[config.mk]
export PLATFORM = sky130hd
export DESIGN_NAME = mult_share_arbiter
export DESIGN_NICKNAME = d
export VERILOG_FILES = /design/src/rtl/mult_arb_pkg.sv /design/src/rtl/rr_arbiter.sv /design/src/rtl/mult_share_arbiter.sv
export SDC_FILE = /design/constraint.sdc
export NUM_CORES = 1
export LEC_CHECK = 0
export ABC_CLOCK_PERIOD_IN_PS = 4150
export BUFFER_PORTS_ARGS = -buffer_cell sky130_fd_sc_hd__buf_4
export CAP_MARGIN = 20
export CELL_PAD_IN_SITES_DETAIL_PLACEMENT = 1
export CELL_PAD_IN_SITES_GLOBAL_PLACEMENT = 2
export CORE_ASPECT_RATIO = 0.6
export CORE_MARGIN = 10
export CORE_UTILIZATION = 27
export CTS_CLUSTER_SIZE = 24
export DETAILED_ROUTE_END_ITERATION = 10
export GPL_TIMING_DRIVEN = 0
export HOLD_SLACK_MARGIN = 0.15
export PLACE_DENSITY = 0.87
export SLEW_MARGIN = 20
export SYNTH_ARGS = -nofsm -noshare
export SYNTH_HDL_FRONTEND = slang
export SYNTH_SLANG_ARGS = --single-unit
export TNS_END_PERCENT = 10
[constraint.sdc]
create_clock -name clk -period 4.15 [get_ports clk]
set_clock_uncertainty 0.15 [all_clocks]
set_input_delay 0.83 -clock clk [delete_from_list [all_inputs] [get_ports clk]]
set_output_delay 0.83 -clock clk [all_outputs]
set_load 0.01 [all_outputs]
[src/rtl/mult_arb_pkg.sv]
`default_nettype none
// ============================================================================
// Module   : mult_arb_pkg
// Brief    : Shared widths, state encoding and helpers for mult_share_arbiter.
// Revision : 1.0  initial release
// ============================================================================
package mult_arb_pkg;

    localparam int OPW  = 8;
    localparam int RESW = 16;
    localparam logic [RESW-1:0] ERR_RESULT = 16'hFFFF;

    localparam logic [1:0] S_IDLE  = 2'd0;
    localparam logic [1:0] S_START = 2'd1;
    localparam logic [1:0] S_WAIT  = 2'd2;
    localparam logic [1:0] S_RESP  = 2'd3;

    typedef enum logic [1:0] {
        ST_IDLE  = S_IDLE,
        ST_START = S_START,
        ST_WAIT  = S_WAIT,
        ST_RESP  = S_RESP
    } state_t;

    // Index width for n requesters, never narrower than one bit.
    function automatic int idx_w(input int n);
        return (n > 1) ? $clog2(n) : 1;
    endfunction

endpackage
`default_nettype wire

[src/rtl/rr_arbiter.sv]
`default_nettype none
// ============================================================================
// Module   : rr_arbiter
// Brief    : Combinational rotating-priority picker; searches from rr_ptr.
// Revision : 1.0  initial release
// ============================================================================
module rr_arbiter
    import mult_arb_pkg::*;
#(
    parameter int N_REQ = 4
) (
    input  logic [N_REQ-1:0]        req,
    input  logic [idx_w(N_REQ)-1:0] rr_ptr,
    output logic [N_REQ-1:0]        gnt,
    output logic [idx_w(N_REQ)-1:0] gnt_idx
);

    localparam int IW = idx_w(N_REQ);
    localparam logic [IW:0] C_N = (IW+1)'(N_REQ);

    logic [IW:0]   w_sum;
    logic [IW-1:0] w_pos;
    logic          w_found;

    always_comb begin
        gnt     = '0;
        gnt_idx = '0;
        w_found = 1'b0;
        w_sum   = '0;
        w_pos   = '0;
        for (int k = 0; k < N_REQ; k++) begin
            // rr_ptr < N_REQ, so one conditional subtract performs the wrap.
            w_sum = {1'b0, rr_ptr} + (IW+1)'(k);
            if (w_sum >= C_N) begin
                w_sum = w_sum - C_N;
            end
            w_pos = w_sum[IW-1:0];
            if (!w_found && req[w_pos]) begin
                w_found      = 1'b1;
                gnt[w_pos]   = 1'b1;
                gnt_idx      = w_pos;
            end
        end
    end

endmodule
`default_nettype wire

[src/rtl/mult_share_arbiter.sv]
`default_nettype none
// ============================================================================
// Module   : mult_share_arbiter
// Brief    : Round-robin sharing of one sequential 8x8 multiplier among N_REQ
//            clients. Optional WAIT timeout enabled by MULT_ARB_TIMEOUT_EN.
// Revision : 1.0  initial release
// ============================================================================
module mult_share_arbiter
    import mult_arb_pkg::*;
#(
    parameter int N_REQ       = 4,
    parameter int TIMEOUT_CYC = 64
) (
    input  logic                   clk,
    input  logic                   rst_n,
    input  logic [N_REQ-1:0]       req,
    input  logic [OPW*N_REQ-1:0]   mplier_in,
    input  logic [OPW*N_REQ-1:0]   mcand_in,
    output logic [N_REQ-1:0]       ack,
    output logic [RESW-1:0]        result_out,
    output logic                   err,
    output logic                   busy,
    output logic                   mul_st,
    output logic [OPW-1:0]         mul_mplier,
    output logic [OPW-1:0]         mul_mcand,
    input  logic                   mul_done,
    input  logic [RESW-1:0]        mul_result
);

    localparam int IW = idx_w(N_REQ);

    if (N_REQ < 2 || N_REQ > 8 || TIMEOUT_CYC < 2 || TIMEOUT_CYC > 256) begin : g_param_check
        $error("mult_share_arbiter: N_REQ or TIMEOUT_CYC out of range");
    end

    state_t            r_state, w_next;
    logic [IW-1:0]     r_rr_ptr, r_gidx, w_gidx;
    logic [N_REQ-1:0]  r_gnt, w_gnt;
    logic              r_wait_first;
    logic              w_done_ok, w_timeout;

    rr_arbiter #(.N_REQ(N_REQ)) u_rr_arbiter (
        .req     (req),
        .rr_ptr  (r_rr_ptr),
        .gnt     (w_gnt),
        .gnt_idx (w_gidx)
    );

    // A Done still high from the previous operation is ignored on the first WAIT cycle.
    assign w_done_ok = (r_state == ST_WAIT) && !r_wait_first && mul_done;

`ifdef MULT_ARB_TIMEOUT_EN
    localparam logic [7:0] C_TO_LAST = 8'(TIMEOUT_CYC - 1);
    logic [7:0] r_wcnt;
    logic       r_err;

    assign w_timeout = (r_state == ST_WAIT) && !w_done_ok && (r_wcnt == C_TO_LAST);

    always_ff @(posedge clk or negedge rst_n) begin
        if (!rst_n) begin
            r_wcnt <= '0;
            r_err  <= 1'b0;
        end else if (r_state == ST_START) begin
            r_wcnt <= '0;
            r_err  <= 1'b0;
        end else if (r_state == ST_WAIT) begin
            r_wcnt <= r_wcnt + 8'd1;
            if (w_timeout) begin
                r_err <= 1'b1;
            end
        end
    end
`else
    logic r_err;
    assign w_timeout = 1'b0;
    assign r_err     = 1'b0;
`endif

    always_comb begin
        w_next = r_state;
        busy   = (r_state != ST_IDLE);
        mul_st = (r_state == ST_START);
        ack    = '0;
        err    = 1'b0;
        case (r_state)
            ST_IDLE:  if (|req) w_next = ST_START;
            ST_START: w_next = ST_WAIT;
            ST_WAIT:  if (w_done_ok || w_timeout) w_next = ST_RESP;
            ST_RESP: begin
                ack    = r_gnt & req;
                err    = r_err;
                w_next = ST_IDLE;
            end
            default:  w_next = ST_IDLE;
        endcase
    end

    always_ff @(posedge clk or negedge rst_n) begin
        if (!rst_n) begin
            r_state      <= ST_IDLE;
            r_rr_ptr     <= '0;
            r_gidx       <= '0;
            r_gnt        <= '0;
            r_wait_first <= 1'b0;
            mul_mplier   <= '0;
            mul_mcand    <= '0;
            result_out   <= '0;
        end else begin
            r_state <= w_next;
            case (r_state)
                ST_IDLE: if (|req) begin
                    r_gidx     <= w_gidx;
                    r_gnt      <= w_gnt;
                    mul_mplier <= mplier_in[w_gidx*OPW +: OPW];
                    mul_mcand  <= mcand_in[w_gidx*OPW +: OPW];
                end
                ST_START: r_wait_first <= 1'b1;
                ST_WAIT: begin
                    r_wait_first <= 1'b0;
                    if (w_done_ok) begin
                        result_out <= mul_result;
                    end else if (w_timeout) begin
                        result_out <= ERR_RESULT;
                    end
                end
                ST_RESP: begin
                    if (r_gidx == IW'(N_REQ - 1)) r_rr_ptr <= '0;
                    else                          r_rr_ptr <= r_gidx + IW'(1);
                end
                default: ;
            endcase
        end
    end

endmodule
`default_nettype wire

==> impl_metrics.json, run 1 <==
{
  "drive_above_1_share_pct": 43.19,
  "netlist_instances": 253,
  "cts.clk_slew.worst_paths_ns": 0.06,
  "r2r_slack_ns": 0.31,
  "clock_latency_ns": 0.29,
  "finalHoldViolCount": 0,
  "seq_area_frac_synth_pct": 40.41,
  "crit_arrival_ns": 3.82,
  "wl_mm": 9.689,
  "die_width_um": 148.2,
  "ys_dominant_reg_cell": "dfrtp_1",
  "drt_iter0_drc": 59,
  "finalSetupViolCount": 0,
  "p_int_mw": 1.641,
  "critPathMaxFanout": 10,
  "design.portCount": 126,
  "maxSlewHeadroom_pct": 45.23,
  "htree_levels": 2,
  "endpoint_kind": "register",
  "grt_max_degree": 44,
  "min_from": "r_gnt[3]",
  "drv_slew": 0,
  "wl_per_cell_um": 18.92,
  "leakagePower_nw": 1.825,
  "ir_worst_vdd_uv": 219.5,
  "grt_usage_pct": 13.24,
  "hold_ws_ns": 0.3277,
  "finalNonFillerCells": 512,
  "grt_pass1_wl_mm": 15.21,
  "reg2reg_from": "r_rr_ptr[1]",
  "critPathSlowestCell": "mux4_2",
  "cts_tree": "built",
  "rows": 27,
  "synth.distinct_cells": 40,
  "cp.buffers_inverters": 5,
  "root_buffer": "clkbuf_16",
  "p_comb_share_pct": 59.0,
  "timing.fmax_mhz": 260.4,
  "io_buffer_count": 121,
  "core_sq_um": 9392,
  "cts_sinks": 43,
  "drv_cap": 0,
  "dpl.hpwl_mm": 7.867,
  "netlist_area_sq_um": 2663,
  "min_period_over_period_pct": 92.52,
  "cpLargestDelayFamily": "buffers and inverters",
  "cts-resized-gates": 0,
  "finalWeightedCongestion": 0.7706,
  "dp_slack_ns": 0.3535,
  "report.power.total_mw": 2.805,
  "postLayoutCoreUtil_pct": 41.35,
  "fin_area_sq_um": 3884,
  "async_reset_ff_share_pct": 100.0,
  "rsz0062_at_grt": "no",
  "cp_slowest_stage_delay_ns": 0.62,
  "synth_edf_count": 0,
  "antenna_cells": 0,
  "post_cts.repair.setup_buffers": 0,
  "path_depth": 12,
  "hold_path.class": "register to register",
  "via_per_inst": 4.822,
  "final_antenna_net_count": 0,
  "cts_inserted_buffers": 5,
  "hold_end": "r_gnt[3]",
  "synth_fp_nets": 351,
  "p_sw_mw": 1.164,
  "cp.required_ns": 4.13,
  "worstHoldPathCells": 2,
  "worst_pin_slew_ns": 0.8147,
  "nets": 479,
  "path_cells": "clkbuf_1, inv_1, ha_1, buf_6, mux4_2, a31oi_1, o21ai_1, and2_4, buf_12, buf_8, a211oi_1, a211oi_1",
  "ys_warn_count": 0,
  "fp.dieArea_sq_um": 14360,
  "status": "complete, no violations",
  "path_class": "register to register",
  "ys_ff_latch": 43,
  "r2r_end": "mul_mcand[3]",
  "p_clk_share_pct": 14.1,
  "cp-start-kind": "register",
  "start_util_pct": 28.35,
  "grt_antenna_before_repair": 0,
  "syn_avg_cell_area_sq_um": 10.52,
  "hold_buffers": 0,
  "power.density_nw_per_um2": 722.3,
  "grt_pass1_vias": 2681,
  "post_dp_cell_area_sq_um": 3734,
  "via_count": 2469,
  "cts_max_path_buffers": 2,
  "setup_slack_ns": 0.3104,
  "overflow": 0,
  "drcViolationCount": 0,
  "netSwitchingFraction_pct": 41.50,
  "first_pass_iters": 4,
  "min_period_ns": 3.840,
  "rr_worst_depth": 12,
  "critPathMostFrequentCell": "a211oi_1",
  "fin_setup_tns_ns": 0,
  "die_h_um": 96.92,
  "area_growth_pct": 45.86,
  "p_seq_share_pct": 26.9,
  "place_inst": 504
}
==> worst reg2reg max path: cells and delay by family (launching register included) <==
kind	cells	cell delay [ns]
AND/OR/NAND/NOR	1	0.27
buffers and inverters	5	0.97
flip-flops	1	0.40
adder cells (fa/ha/maj)	1	0.34
AO/OA/AOI/OAI	4	0.91
multiplexers	1	0.62
==> kinds of logic after synthesis <==
| logic type | Yosys count | share of synthesized area, % |
|---|---|---|
| other cells | 1 | 0.1408 |
| mux | 38 | 16.07 |
| fa+ha+maj | 11 | 5.169 |
| flops | 43 | 40.41 |
| simple gates | 53 | 9.116 |
| compound gates | 81 | 22.60 |
| buf+inv | 26 | 6.485 |
==> power groups by stage <==
| stage | Sequential (mW) | Clock, mW | Combinational [mW] |
|---|---|---|---|
| 5_1_grt | 0.785 | 0.429 | 1.84 |
| 3_3_place_gp | 0.742 | 0 | 1.64 |
| 2_1_floorplan | 0.811 | 0 | 0.977 |
| 4_1_cts | 0.758 | 0.410 | 1.68 |
| 3_5_place_dp | 0.764 | 0 | 1.68 |
| 6_report | 0.755 | 0.395 | 1.65 |
==> cells in the mapped netlist (4+ instances only) <==
library cell  count  share of area [%]
mux2i_1          18                6.8
o21ai_0          10                1.9
a22oi_1           4                1.1
clkbuf_1          8                1.1
inv_1             7               0.99
a211oi_1         33                9.3
a221oi_1          4                1.3
dfrtp_1          43                 40
and3_1            6                1.4
nor2_1           25                3.5
a21boi_0         16                4.5
mux2_2           17                7.2
nand2_1          12                1.7
ha_1             11                5.2
==> cell usage in the layout (no fill, tap or decap), types with 5 or more instances in the layout <==
cell       netlist  final
inv_1            7      7
a21boi_0        16     16
nand2_1         12     12
a211oi_1        33     33
mux2_2          17     17
mux2i_1         18     18
clkbuf_16        0      5
ha_1            11     11
o21ai_0         10     10
nor2_1          25     25
buf_4            1    122
dfrtp_1         43     43
clkbuf_1         8      8
and3_1           6      6
==> per-layer routing <==
| layer | up-vias | track usage [%] | wire (um) |
|---|---|---|---|
| li1 | 1194 | - | - |
| met1 | 1179 | 17.19 | 4392 |
| met4 | 0 | 2.259 | 64 |
| met3 | 7 | 6.682 | 946 |
| met2 | 89 | 19.39 | 4285 |
| met5 | - | 0 | 0 |
==> flip-flops by register name (all words and copies together) (netlist names) <==
| name | count |
|---|---|
| mul_mcand | 8 |
| mul_mplier | 8 |
| r_gidx | 2 |
| r_gnt | 4 |
| r_rr_ptr | 2 |
| r_state | 2 |
| r_wait_first | 1 |
| result_out | 16 |
==> area by class of cell <==
cell class	instances	area, sq um
Fill cell	1104	5508
Multi-Input combinational cell	184	1419
Sequential cell	43	1076
Timing Repair Buffer	121	908.4
Tap cell	130	162.7
Buffer	19	146.4
Clock buffer	5	125.1
Inverter	7	26.28
Clock inverter	3	20.02
==> how the worst max path moves through the flow <==
stage / from / end / slack, ns
final: r_rr_ptr[1] / mul_mcand[3] / 0.31
after global routing: r_rr_ptr[1] / mul_mcand[3] / 0.09
after CTS: r_rr_ptr[1] / mul_mcand[3] / 0.34
after detailed placement: r_rr_ptr[1] / mul_mcand[3] / 0.35
after global placement: r_rr_ptr[1] / mul_mcand[3] / 0.41
after floorplan: r_rr_ptr[1] / mul_mcand[0] / 1.04
Note: power is estimated with default switching activity, not from simulation.
==> inputs of run 2 (changes only) <==
--- a/config.mk
+++ b/config.mk
@@ -6,18 +6,18 @@
 export NUM_CORES = 1
 export LEC_CHECK = 0
 export ABC_CLOCK_PERIOD_IN_PS = 4150
-export BUFFER_PORTS_ARGS = -buffer_cell sky130_fd_sc_hd__buf_4
 export CAP_MARGIN = 20
 export CELL_PAD_IN_SITES_DETAIL_PLACEMENT = 1
 export CELL_PAD_IN_SITES_GLOBAL_PLACEMENT = 2
 export CORE_ASPECT_RATIO = 0.6
 export CORE_MARGIN = 10
-export CORE_UTILIZATION = 27
+export CORE_UTILIZATION = 37
 export CTS_CLUSTER_SIZE = 24
 export DETAILED_ROUTE_END_ITERATION = 10
+export DONT_BUFFER_PORTS = 1
 export GPL_TIMING_DRIVEN = 0
 export HOLD_SLACK_MARGIN = 0.15
-export PLACE_DENSITY = 0.87
+export PLACE_DENSITY = 0.86
 export SLEW_MARGIN = 20
 export SYNTH_ARGS = -nofsm -noshare
 export SYNTH_HDL_FRONTEND = slang
==> impl_metrics.json, run 2 (synthesized netlist as in run 1, its figures left out) <==
{
  "wl_per_cell_um": 23.39,
  "cts_sinks": 43,
  "min_period_ns": 3.727,
  "path_class": "register to register",
  "core_sq_um": 6820,
  "finalWeightedCongestion": 0.7885,
  "die_width_um": 129.5,
  "drv_cap": 0,
  "post_cts.repair.setup_buffers": 0,
  "hold_ws_ns": 0.2357,
  "critPathMaxFanout": 10,
  "min_period_over_period_pct": 89.80,
  "ir_worst_vdd_uv": 303.7,
  "hold_path.class": "input port to asynchronous set/reset pin",
  "finalHoldViolCount": 0,
  "rows": 23,
  "drt_iter0_drc": 88,
  "cp-start-kind": "register",
  "via_count": 2034,
  "fin_area_sq_um": 2948,
  "rsz0062_at_grt": "no",
  "clock_latency_ns": 0.28,
  "cts_max_path_buffers": 2,
  "leakagePower_nw": 1.255,
  "fp.dieArea_sq_um": 11100,
  "cp_slowest_stage_delay_ns": 0.61,
  "final_antenna_net_count": 0,
  "grt_pass1_vias": 2305,
  "design.portCount": 126,
  "cts_inserted_buffers": 5,
  "report.power.total_mw": 2.489,
  "start_util_pct": 39.04,
  "maxSlewHeadroom_pct": 31.70,
  "area_growth_pct": 10.71,
  "reg_top3": "result_out x16, mul_mcand x8, mul_mplier x8",
  "antenna_cells": 0,
  "wl_mm": 8.164,
  "timing.fmax_mhz": 268.3,
  "path_cells": "clkbuf_1, inv_1, ha_1, buf_6, mux4_2, a31oi_1, o21ai_1, and2_4, buf_12, buf_8, a211oi_1, a211oi_1",
  "drcViolationCount": 0,
  "layout_commonest_cell": "dfrtp_1",
  "drive_above_1_share_pct": 16.79,
  "regMostFlops": "result_out",
  "largest_register_ffs": 16,
  "finalSetupViolCount": 0,
  "grt_antenna_before_repair": 0,
  "cp.required_ns": 4.12,
  "nets": 359,
  "status": "complete, no violations",
  "fin_setup_tns_ns": 0,
  "first_pass_iters": 4,
  "dp_slack_ns": 0.4291,
  "critPathSlowestCell": "mux4_2",
  "nFillCells": 758,
  "postLayoutCoreUtil_pct": 43.22,
  "drv_slew": 0,
  "post_dp_cell_area_sq_um": 2771,
  "via_per_inst": 5.828,
  "root_buffer": "clkbuf_16",
  "rr_worst_depth": 12,
  "final_cell_mix": "43 x dfrtp_1, 33 x a211oi_1, 25 x nor2_1, 18 x mux2i_1, 17 x mux2_2",
  "setup_slack_ns": 0.4234,
  "cts_tree": "built",
  "dpl.hpwl_mm": 6.548,
  "die_h_um": 85.71,
  "grt_usage_pct": 14.61,
  "crit_arrival_ns": 3.70,
  "cts.clk_slew.worst_paths_ns": 0.06,
  "io_buffer_count": 0,
  "finalNonFillerCells": 349,
  "overflow": 0,
  "critPathMostFrequentCell": "a211oi_1",
  "endpoint_kind": "register",
  "htree_levels": 2,
  "grt_max_degree": 44,
  "power.density_nw_per_um2": 844.2,
  "grt_pass1_wl_mm": 13.08,
  "worst_pin_slew_ns": 1.016,
  "place_inst": 340
}
run 2: cell count changes in the layout (fill, tap and decap cells not counted), sizes merged:
cell,delta
buf,-120
clkinv,-1
inv,+1
run 2: worst paths after layout:
kind                        startpoint            end  slack, ns
min                              rst_n  result_out[7]       0.24
max in group asynchronous        rst_n      r_gidx[1]       3.41
min in group clk              r_gnt[0]       r_gnt[0]       0.34
min reg2reg                   r_gnt[0]       r_gnt[0]       0.34
max reg2reg                r_rr_ptr[1]   mul_mcand[3]       0.42
max                        r_rr_ptr[1]   mul_mcand[3]       0.42
run 2: timing repair:
item,4_1_cts,5_1_grt
endpoints found under the hold margin,43,0
hold buffers,1,0
resized for setup,0,0
run 2: report_power, final:
| part | internal [mW] | total, mW | leakage, nW | switching (mW) |
|---|---|---|---|---|
| clock network | 0.225 | 0.390 | 0.0664 | 0.165 |
| logic | 0.547 | 1.23 | 0.678 | 0.687 |
| registers | 0.629 | 0.864 | 0.511 | 0.235 |
| total | 1.40 | 2.49 | 1.26 | 1.09 |
run 2: critical path: cells and delay by family (launching register included):
kind / cells / cell delay (ns)
adders and majority gates: 1 / 0.33
muxes: 1 / 0.61
AOI/OAI and AO/OA: 4 / 0.83
and+or+nand+nor: 1 / 0.28
buffers and inverters: 5 / 0.95
DFF: 1 / 0.40
run 2: area by class of cell:
| class | count | area (sq um) | share of cell area [%] |
|---|---|---|---|
| clock inverters | 3 | 23.77 | 0.8065 |
| clock buffers | 5 | 125.1 | 4.244 |
| multi-input cells | 184 | 1414 | 47.96 |
| flip-flops and latches | 43 | 1076 | 36.50 |
| plain buffers | 19 | 146.4 | 4.966 |
| inverters | 7 | 26.28 | 0.8913 |
| repair buffers | 1 | 27.53 | 0.9338 |
| well taps | 87 | 108.9 | 3.693 |
run 2: per-layer routing:
metal	routed length (um)	GRT usage, %	share of wire (%)	vias up
li1	-	-	-	947
met1	3677	18.40	45	991
met2	3473	22.19	43	86
met3	930	7.314	11	10
met4	82	2.744	1.0	0
met5	0	0	0	-
==> inputs of run 3 (changes only) <==
--- a/config.mk
+++ b/config.mk
@@ -10,7 +10,7 @@
 export CELL_PAD_IN_SITES_DETAIL_PLACEMENT = 1
 export CELL_PAD_IN_SITES_GLOBAL_PLACEMENT = 2
 export CORE_ASPECT_RATIO = 0.6
-export CORE_MARGIN = 10
+export CORE_MARGIN = 2
 export CORE_UTILIZATION = 37
 export CTS_CLUSTER_SIZE = 24
 export DETAILED_ROUTE_END_ITERATION = 10
==> impl_metrics.json, run 3 (synthesized netlist as in run 1, its figures left out) <==
{
  "p_sw_mw": 1.071,
  "maxSlewHeadroom_pct": 35.97,
  "ir_worst_vdd_uv": 428.3,
  "root_buffer": "clkbuf_16",
  "path_class": "register to register",
  "p_seq_share_pct": 33.7,
  "layout_commonest_cell": "dfrtp_1",
  "wl_mm": 7.137,
  "worst_pin_slew_ns": 0.9523,
  "regMostFlops": "result_out",
  "rows": 23,
  "cp-start-kind": "register",
  "start_util_pct": 39.04,
  "leakagePower_nw": 1.272,
  "drive_above_1_share_pct": 16.79,
  "finalSetupViolCount": 0,
  "via_count": 2067,
  "clock_latency_ns": 0.28,
  "p_int_mw": 1.460,
  "reg_top3": "result_out x16, mul_mcand x8, mul_mplier x8",
  "fin_setup_tns_ns": 0,
  "final_cell_mix": "43 x dfrtp_1, 33 x a211oi_1, 25 x nor2_1, 18 x mux2i_1, 17 x mux2_2",
  "min_period_ns": 3.729,
  "io_buffer_count": 0,
  "wl_per_cell_um": 20.45,
  "critPathMaxFanout": 10,
  "p_comb_share_pct": 48.6,
  "via_per_inst": 5.923,
  "htree_levels": 2,
  "grt_antenna_before_repair": 0,
  "grt_pass1_vias": 2127,
  "r2r_end": "mul_mcand[1]",
  "status": "complete, no violations",
  "cp.required_ns": 4.12,
  "fp.dieArea_sq_um": 7913,
  "cts_tree": "built",
  "overflow": 0,
  "grt_usage_pct": 18.23,
  "dpl.hpwl_mm": 5.555,
  "first_pass_iters": 4,
  "grt_max_degree": 44,
  "setup.worst_path.start": "r_rr_ptr[1]",
  "design.portCount": 126,
  "cts_max_path_buffers": 2,
  "cts_sinks": 43,
  "post_cts.repair.setup_buffers": 0,
  "min_period_over_period_pct": 89.86,
  "rr_worst_depth": 12,
  "timing.fmax_mhz": 268.2,
  "dp_slack_ns": 0.3847,
  "core_sq_um": 6820,
  "finalHoldViolCount": 0,
  "report.power.total_mw": 2.531,
  "area_growth_pct": 11.47,
  "drv_cap": 0,
  "crit_arrival_ns": 3.70,
  "setup_slack_ns": 0.4209,
  "endpoint_kind": "register",
  "die_width_um": 113.5,
  "finalWeightedCongestion": 0.7670,
  "reg2reg_from": "r_rr_ptr[1]",
  "finalNonFillerCells": 349,
  "place_inst": 340,
  "netSwitchingFraction_pct": 42.32,
  "cts.clk_slew.worst_paths_ns": 0.06,
  "drt_iter0_drc": 77,
  "die_h_um": 69.71,
  "drv_slew": 0,
  "cts_inserted_buffers": 5,
  "antenna_cells": 0,
  "power.density_nw_per_um2": 852.9,
  "hold_path.class": "input port to asynchronous set/reset pin",
  "grt_pass1_wl_mm": 11.30,
  "postLayoutCoreUtil_pct": 43.52,
  "nets": 359,
  "cp-endpoint": "mul_mcand[1]",
  "largest_register_ffs": 16,
  "rsz0062_at_grt": "no",
  "r2r_slack_ns": 0.42,
  "drcViolationCount": 0,
  "final_antenna_net_count": 0,
  "p_clk_share_pct": 17.7
}
## run 3: cell count changes in the layout (fill, tap and decap cells not counted), sizes merged
cell	delta
bufinv	+1
clkinv	+2
clkinvlp	-2
inv	-1
## run 3: how the worst min path moves through the flow
stage,startpoint,endpoint,slack [ns]
final,rst_n,r_rr_ptr[0],0.24
after global routing,rst_n,r_gnt[1],0.25
after CTS,rst_n,r_gidx[1],0.24
after detailed placement,r_gnt[2],r_gnt[2],0.33
after global placement,r_gnt[3],r_gnt[3],0.31
after floorplan,r_gnt[2],r_gnt[2],0.29
## run 3: cell type report
class	count	area [sq um]
Sequential cell	43	1076
Buffer	19	146.4
Multi-Input combinational cell	184	1414
Clock inverter	3	43.79
Fill cell	740	3852
Clock buffer	5	125.1
Tap cell	87	108.9
Timing Repair Buffer	1	27.53
Inverter	7	26.28
## run 3: critical path, cell delays in order, from the launching register on
cell	delay, ns
dfrtp_1	0.39
clkbuf_1	0.34
inv_1	0.21
ha_1	0.34
buf_6	0.13
mux4_2	0.62
a31oi_1	0.20
o21ai_1	0.25
and2_4	0.26
buf_12	0.13
buf_8	0.13
a211oi_1	0.31
a211oi_1	0.09
## run 3: power by group through the flow
stage	Sequential, mW	Clock, mW	Combinational (mW)
after global placement	0.856	0	1.19
after detailed placement	0.864	0	1.23
after CTS	0.859	0.461	1.24
after global routing	0.884	0.472	1.38
after floorplan	0.811	0	0.977
final	0.853	0.449	1.23
## run 3: repair_timing
action,4_1_cts,5_1_grt
hold endpoints to repair,43,0
hold buffers,1,0
gates resized for setup,0,0
setup endpoints to repair,0,0
## run 3: routing by layer
layer	GRT usage, %	wire [um]
met2	28.61	3164
met5	0	0
met1	25.38	3311
met4	2.846	40
met3	5.420	621
## run 3: stage by stage
stage | area, sq um | hold WS (ns)
2_1_floorplan | 2663 | 0.2923
6_report | 2968 | 0.2369
4_1_cts | 2968 | 0.2417
3_3_place_gp | 2771 | 0.3051
5_1_grt | 2968 | 0.2452
3_5_place_dp | 2771 | 0.3293
